[src/rtl/dac_wr_arbiter.sv]
// Round-robin arbiter sharing one DAC SPI write port among NUM_REQ requesters.
// Optional `DAC_WR_ARBITER_DEDUP_EN skips writes that repeat the last code.
module dac_wr_arbiter #(
    parameter int         NUM_REQ      = 2,
    parameter int         CODE_WIDTH   = 16,
    parameter logic [7:0] CMD_PREFIX   = 8'h00,
    parameter int         BUSY_TIMEOUT = 15
) (
    input  logic                          clk_i,
    input  logic                          rst_n_i,
    input  logic [NUM_REQ-1:0]            req_i,
    input  logic [NUM_REQ*CODE_WIDTH-1:0] code_i,
    output logic [NUM_REQ-1:0]            done_o,
    output logic                          busy_o,
    output logic [8+CODE_WIDTH-1:0]       spi_data_o,
    output logic                          spi_wre_o,
    input  logic                          spi_rdy_i,
    output logic                          err_o
);

    localparam int IW = (NUM_REQ > 1) ? $clog2(NUM_REQ) : 1;
    localparam int DW = 8 + CODE_WIDTH;

    typedef enum logic [1:0] {
        IDLE,
        ISSUE,
        WAIT_BUSY,
        WAIT_DONE
    } state_t;

    state_t                state_q, state_d;
    logic [IW-1:0]         ptr_q, ptr_d;
    logic [IW-1:0]         win_q, win_d;
    logic [DW-1:0]         data_q, data_d;
    logic [NUM_REQ-1:0]    done_q, done_d;
    logic [7:0]            cnt_q, cnt_d;
    logic                  err_q, err_d;

    logic [IW-1:0]         pick;
    logic                  pick_vld;
    logic [CODE_WIDTH-1:0] pick_code;
    logic [NUM_REQ-1:0]    pick_oh;
    logic [NUM_REQ-1:0]    win_oh;
    logic [7:0]            cnt_inc;

`ifdef DAC_WR_ARBITER_DEDUP_EN
    logic [CODE_WIDTH-1:0] last_code_q, last_code_d;
    logic                  last_valid_q, last_valid_d;
`endif

    function automatic logic [IW-1:0] wrap_inc(input logic [IW-1:0] a,
                                               input int b);
        int s;
        s = int'(a) + b;
        if (s >= NUM_REQ) s = s - NUM_REQ;
        return s[IW-1:0];
    endfunction

    // Lowest offset from the pointer wins, so scan offsets high to low.
    always_comb begin
        pick     = ptr_q;
        pick_vld = 1'b0;
        for (int i = NUM_REQ - 1; i >= 0; i--) begin
            if (req_i[wrap_inc(ptr_q, i)]) begin
                pick     = wrap_inc(ptr_q, i);
                pick_vld = 1'b1;
            end
        end
    end

    always_comb begin
        pick_code = code_i[int'(pick)*CODE_WIDTH +: CODE_WIDTH];
        pick_oh   = '0;
        pick_oh[pick] = 1'b1;
        win_oh    = '0;
        win_oh[win_q] = 1'b1;
        cnt_inc   = cnt_q + 8'd1;
    end

    always_comb begin
        state_d = state_q;
        ptr_d   = ptr_q;
        win_d   = win_q;
        data_d  = data_q;
        done_d  = '0;
        cnt_d   = cnt_q;
        err_d   = err_q;
`ifdef DAC_WR_ARBITER_DEDUP_EN
        last_code_d  = last_code_q;
        last_valid_d = last_valid_q;
`endif
        unique case (state_q)
            IDLE: begin
                // No new grant while a done pulse is still on the outputs.
                if (done_q == '0 && pick_vld) begin
`ifdef DAC_WR_ARBITER_DEDUP_EN
                    if (last_valid_q && pick_code == last_code_q) begin
                        done_d = pick_oh;
                        ptr_d  = wrap_inc(pick, 1);
                    end else
`endif
                    if (spi_rdy_i) begin
                        win_d   = pick;
                        data_d  = {CMD_PREFIX, pick_code};
                        state_d = ISSUE;
                    end
                end
            end
            ISSUE: begin
                cnt_d   = '0;
                state_d = WAIT_BUSY;
            end
            WAIT_BUSY: begin
                if (!spi_rdy_i) begin
                    state_d = WAIT_DONE;
                end else if (cnt_inc == 8'(BUSY_TIMEOUT)) begin
                    err_d   = 1'b1;
                    done_d  = win_oh;
                    ptr_d   = wrap_inc(win_q, 1);
                    state_d = IDLE;
`ifdef DAC_WR_ARBITER_DEDUP_EN
                    last_valid_d = 1'b0;
`endif
                end else begin
                    cnt_d = cnt_inc;
                end
            end
            WAIT_DONE: begin
                if (spi_rdy_i) begin
                    done_d  = win_oh;
                    ptr_d   = wrap_inc(win_q, 1);
                    state_d = IDLE;
`ifdef DAC_WR_ARBITER_DEDUP_EN
                    last_code_d  = data_q[CODE_WIDTH-1:0];
                    last_valid_d = 1'b1;
`endif
                end
            end
            default: state_d = IDLE;
        endcase
    end

    always_ff @(posedge clk_i) begin
        if (!rst_n_i) begin
            state_q <= IDLE;
            ptr_q   <= '0;
            win_q   <= '0;
            data_q  <= '0;
            done_q  <= '0;
            cnt_q   <= '0;
            err_q   <= 1'b0;
`ifdef DAC_WR_ARBITER_DEDUP_EN
            last_code_q  <= '0;
            last_valid_q <= 1'b0;
`endif
        end else begin
            state_q <= state_d;
            ptr_q   <= ptr_d;
            win_q   <= win_d;
            data_q  <= data_d;
            done_q  <= done_d;
            cnt_q   <= cnt_d;
            err_q   <= err_d;
`ifdef DAC_WR_ARBITER_DEDUP_EN
            last_code_q  <= last_code_d;
            last_valid_q <= last_valid_d;
`endif
        end
    end

    assign done_o     = done_q;
    assign busy_o     = (state_q != IDLE);
    assign spi_wre_o  = (state_q == ISSUE);
    assign spi_data_o = data_q;
    assign err_o      = err_q;

endmodule

[config.mk]
export PLATFORM = sky130hd
export DESIGN_NAME = dac_wr_arbiter
export DESIGN_NICKNAME = d
export VERILOG_FILES = /design/src/rtl/dac_wr_arbiter.sv
export SDC_FILE = /design/constraint.sdc
export NUM_CORES = 1
export LEC_CHECK = 0
export ABC_CLOCK_PERIOD_IN_PS = 3000
export BUFFER_PORTS_ARGS = -buffer_cell sky130_fd_sc_hd__buf_2
export CAP_MARGIN = 20
export CORE_UTILIZATION = 47
export DETAILED_ROUTE_END_ITERATION = 10
export PLACE_DENSITY_LB_ADDON = 0.3
export SYNTH_ARGS = -nofsm -noshare
export SYNTH_HDL_FRONTEND = slang
export SYNTH_SLANG_ARGS = --single-unit
[constraint.sdc]
create_clock -name clk_i -period 3 [get_ports clk_i]
set_input_delay 0.3 -clock clk_i [delete_from_list [all_inputs] [get_ports clk_i]]
set_output_delay 0.3 -clock clk_i [all_outputs]
set_load 0.01 [all_outputs]
==> summary.md <==
| Metric | Value |
|---|---|
| Status | completed |
| Most frequent cell on the critical path | a211o_1 |
| Largest net degree at the start of global routing | 32 |
| Hold slack final | 310 ps |
| Worst path cell trace | ha_1 -> nand2b_1 -> a211o_1 -> or4_4 -> o211ai_4 -> nor2_1 -> a211o_1 |
| Drt initial violations | 56 |
| Pint | 0.603 mW |
| Setup tns final | 0 ps |
| Max-cap violation count | 0 |
| Die Y | 59.7 um |
| 1st-pass router iterations | 4 |
| Worst r2r src | cnt_q[0] |
| Final worst-path cycle share | 73.6% |
| Width of the die | 59.7 um |
| Layout cells sized above 1 | 34.4% |
| Final WL | 2.98 mm |
| Num ports | 66 |
| Worst skew pair latency | 320 ps |
| WHS Path Cells | 3 |
| Crit path max-delay family | compound AO/OA/AOI/OAI gates |
| Final total power | 0.838 mW |
| Cell taking the most area after synthesis | dfxtp_1 |
| Vias in the first global route | 1236 |
| Fmax | 453 MHz |
| Final Worst Setup Slack | 793 ps |
| Critical path's largest stage delay | 470 ps |
| Post-layout instance area | 0.00192 mm^2 |
| DPL Wire Length | 2.26 mm |
| CP Class | flop to flop |
| Commonest non-fill, non-tap cell in the layout | buf_2 |
| Lkg Pwr | 1.05 nW |
| Crit path max-delay cell type | or4_4 |
| Seq cells post-synth | 31 |
| Syn_area_per_cell | 9.41 um^2 |
| Max VDD drop | 0.259 mV |
| # DRC | 0 |
| Yosys warning total | 0 |
| Clock period minus worst slack | 2210 ps |
| Post-synthesis instance total | 166 |
| Core ar. | 0.00310 mm^2 |
| Placed Area | 0.00186 mm^2 |
| Area Overhead vs Synth | 22.6% |
| Yosys cell types | 38 |
| Clock network power share | 27.4% |
| Sequential share of the synthesized area | 39.7% |
| HP Class | primary input to flop |
| NetSw | 0.236 mW |
| Die footprint | 0.00356 mm^2 |
| Most frequent cells in the layout | buf_2 (57), dfxtp_1 (31), nand2_1 (25) |
| Post-DRT Antenna Nets | 0 |
| First-pass GRT wire length | 5.04 mm |
| Hold_sp | spi_rdy_i |
| RSZ-0062 raised after global routing | false |
| Vias | 1350 |
| Combinational fraction of design power | 18.6% |
| Power per cell area | 438 mW/mm^2 |
| Top-area cell type share of the netlist area | 39.7% |
| Remaining Overflow, GRT | 0 |
| DR vias/cell | 5.04 |
| Count of final max-slew check failures | 0 |
| Worst Setup Start Kind | flop |
| CTS H-tree depth | 2 |
| Crit path max fanout | 6 |
| Worst rel slew slack | 64.3% |
| Clock Tree Buf Depth | 2 |
| CTS sink cnt | 31 |
| Row Count | 20 |
| CTS clk-pin slew, worst paths | 100 ps |
| TritonCTS Buffers | 5 |
| Total GRT Usage | 18.6% |
| Cts repair resizes | 0 |
| Non-Filler Instances | 268 |
| Initial Util | 50.4% |
| CTS tree | yes |
| Nets | 262 |
| Gpl congestion | 0.790 |
| ANT cells | 0 |
| Worst path buffer plus inverter count | 0 |
| I/O Buffers | 57 |
| Setup-failing EPs final | 0 |
| Setup Skew | 5.01 ps |
| Worst path arrival time | 2430 ps |
| Worst Tran Pin Value | 535 ps |
| Final core utilization | 61.7% |
| # placed instances | 260 |
| Crit end category | flop |
| CTS root buf | clkbuf_4 |
| Antenna violations before repair | 0 |
| WP data required | 3220 ps |
| Reg2Reg Depth | 7 |
| Hold_buf cts | 0 |
| Hold EP | done_o[0] |
| Routed wire per std cell | 11.1 um |
| Synth area leaders | dfxtp_1 (40%), mux2i_1 (11%), o211a_1 (10%), nand2_1 (6.0%), buf_4 (3.8%) |
| Post-CTS Setup Bufs | 0 |
| R2r setup slk | 790 ps |
| Flop pwr share | 53.9% |
| Final Hold Violating Endpoints | 0 |
| Reg-to-reg endpoint | cnt_q[4] |
| Mapped cell area | 0.00156 mm^2 |
| Sw Share | 28.1% |
| Worst slack at placement | 814 ps |
==> layout make-up <==
| type | instances | area (um^2) |
|---|---|---|
| Fill cell | 291 | 1190 |
| Clock inverter | 2 | 12.5 |
| Clock buffer | 6 | 41.3 |
| Sequential cell | 31 | 621 |
| Inverter | 4 | 15.0 |
| Timing Repair Buffer | 59 | 300 |
| Tap cell | 44 | 55.1 |
| Multi-Input combinational cell | 122 | 871 |
==> logic make-up after synthesis <==
family / Yosys count / share of synthesized area [%]
other: 1 / 0.240
DFF: 31 / 39.7
muxes: 17 / 10.9
and+or+nand+nor: 56 / 18.0
xor gates and xnor gates: 3 / 2.16
adders and majority gates: 3 / 2.24
buffers and inverters: 20 / 6.81
AOI/OAI and AO/OA: 35 / 19.9
==> power groups by stage <==
stage	registers, mW	clock network [mW]	logic (mW)
6_report	0.452	0.230	0.156
5_1_grt	0.456	0.258	0.174
4_1_cts	0.452	0.241	0.158
3_5_place_dp	0.461	0	0.158
3_3_place_gp	0.461	0	0.156
2_1_floorplan	0.471	0	0.0919
==> how the worst max path moves through the flow <==
stage                     startpoint  endpoint  slack (ps)  cells after the start
final                       cnt_q[0]  cnt_q[4]         790                      7
after global routing        cnt_q[0]  cnt_q[4]         640                      7
after CTS                   cnt_q[0]  cnt_q[4]         790                      7
after detailed placement    cnt_q[0]  cnt_q[4]         810                      7
after global placement      cnt_q[0]  cnt_q[4]         840                      7
after floorplan             cnt_q[0]  cnt_q[4]         900                      7
==> state kept, by name (all words and copies together), names as in the netlist <==
register	count
ptr_q	1
state_q	2
done_o	2
err_o	1
cnt_q	8
spi_data_o	16
win_q	1
==> Yosys cell counts (all sizes together) <==
library cell  count
dfxtp            31
nand2            25
mux2i            17
o211a            16
buf               9
nor2              9
clkbuf            7
and3              4
inv               4
nand3             4
nor2b             4
a21o              3
a21oi             3
nand2b            3
o21a              3
o21ai             3
xor2              3
a211o             2
ha                2
nor3              2
a32oi             1
conb              1
maj3              1
nand4             1
nor4              1
o2111ai           1
o211ai            1
o21ba             1
o22ai             1
or2               1
or3               1
or4               1
==> routing by layer <==
layer / up-vias / global-route usage [%] / wire length [um]
met5: - / 0 / 0
met4: 0 / 6.98 / 45
met3: 5 / 5.84 / 179
met2: 50 / 30.8 / 1390
met1: 612 / 22.4 / 1370
li1: 683 / - / -
==> worst reg2reg max path, stage by stage (launching register included) <==
cell and delay, ps:
dfxtp_1 360, ha_1 230, nand2b_1 160, a211o_1 290, or4_4 470, o211ai_4 260
nor2_1 80, a211o_1 260
(Power assumes the default switching activity.)
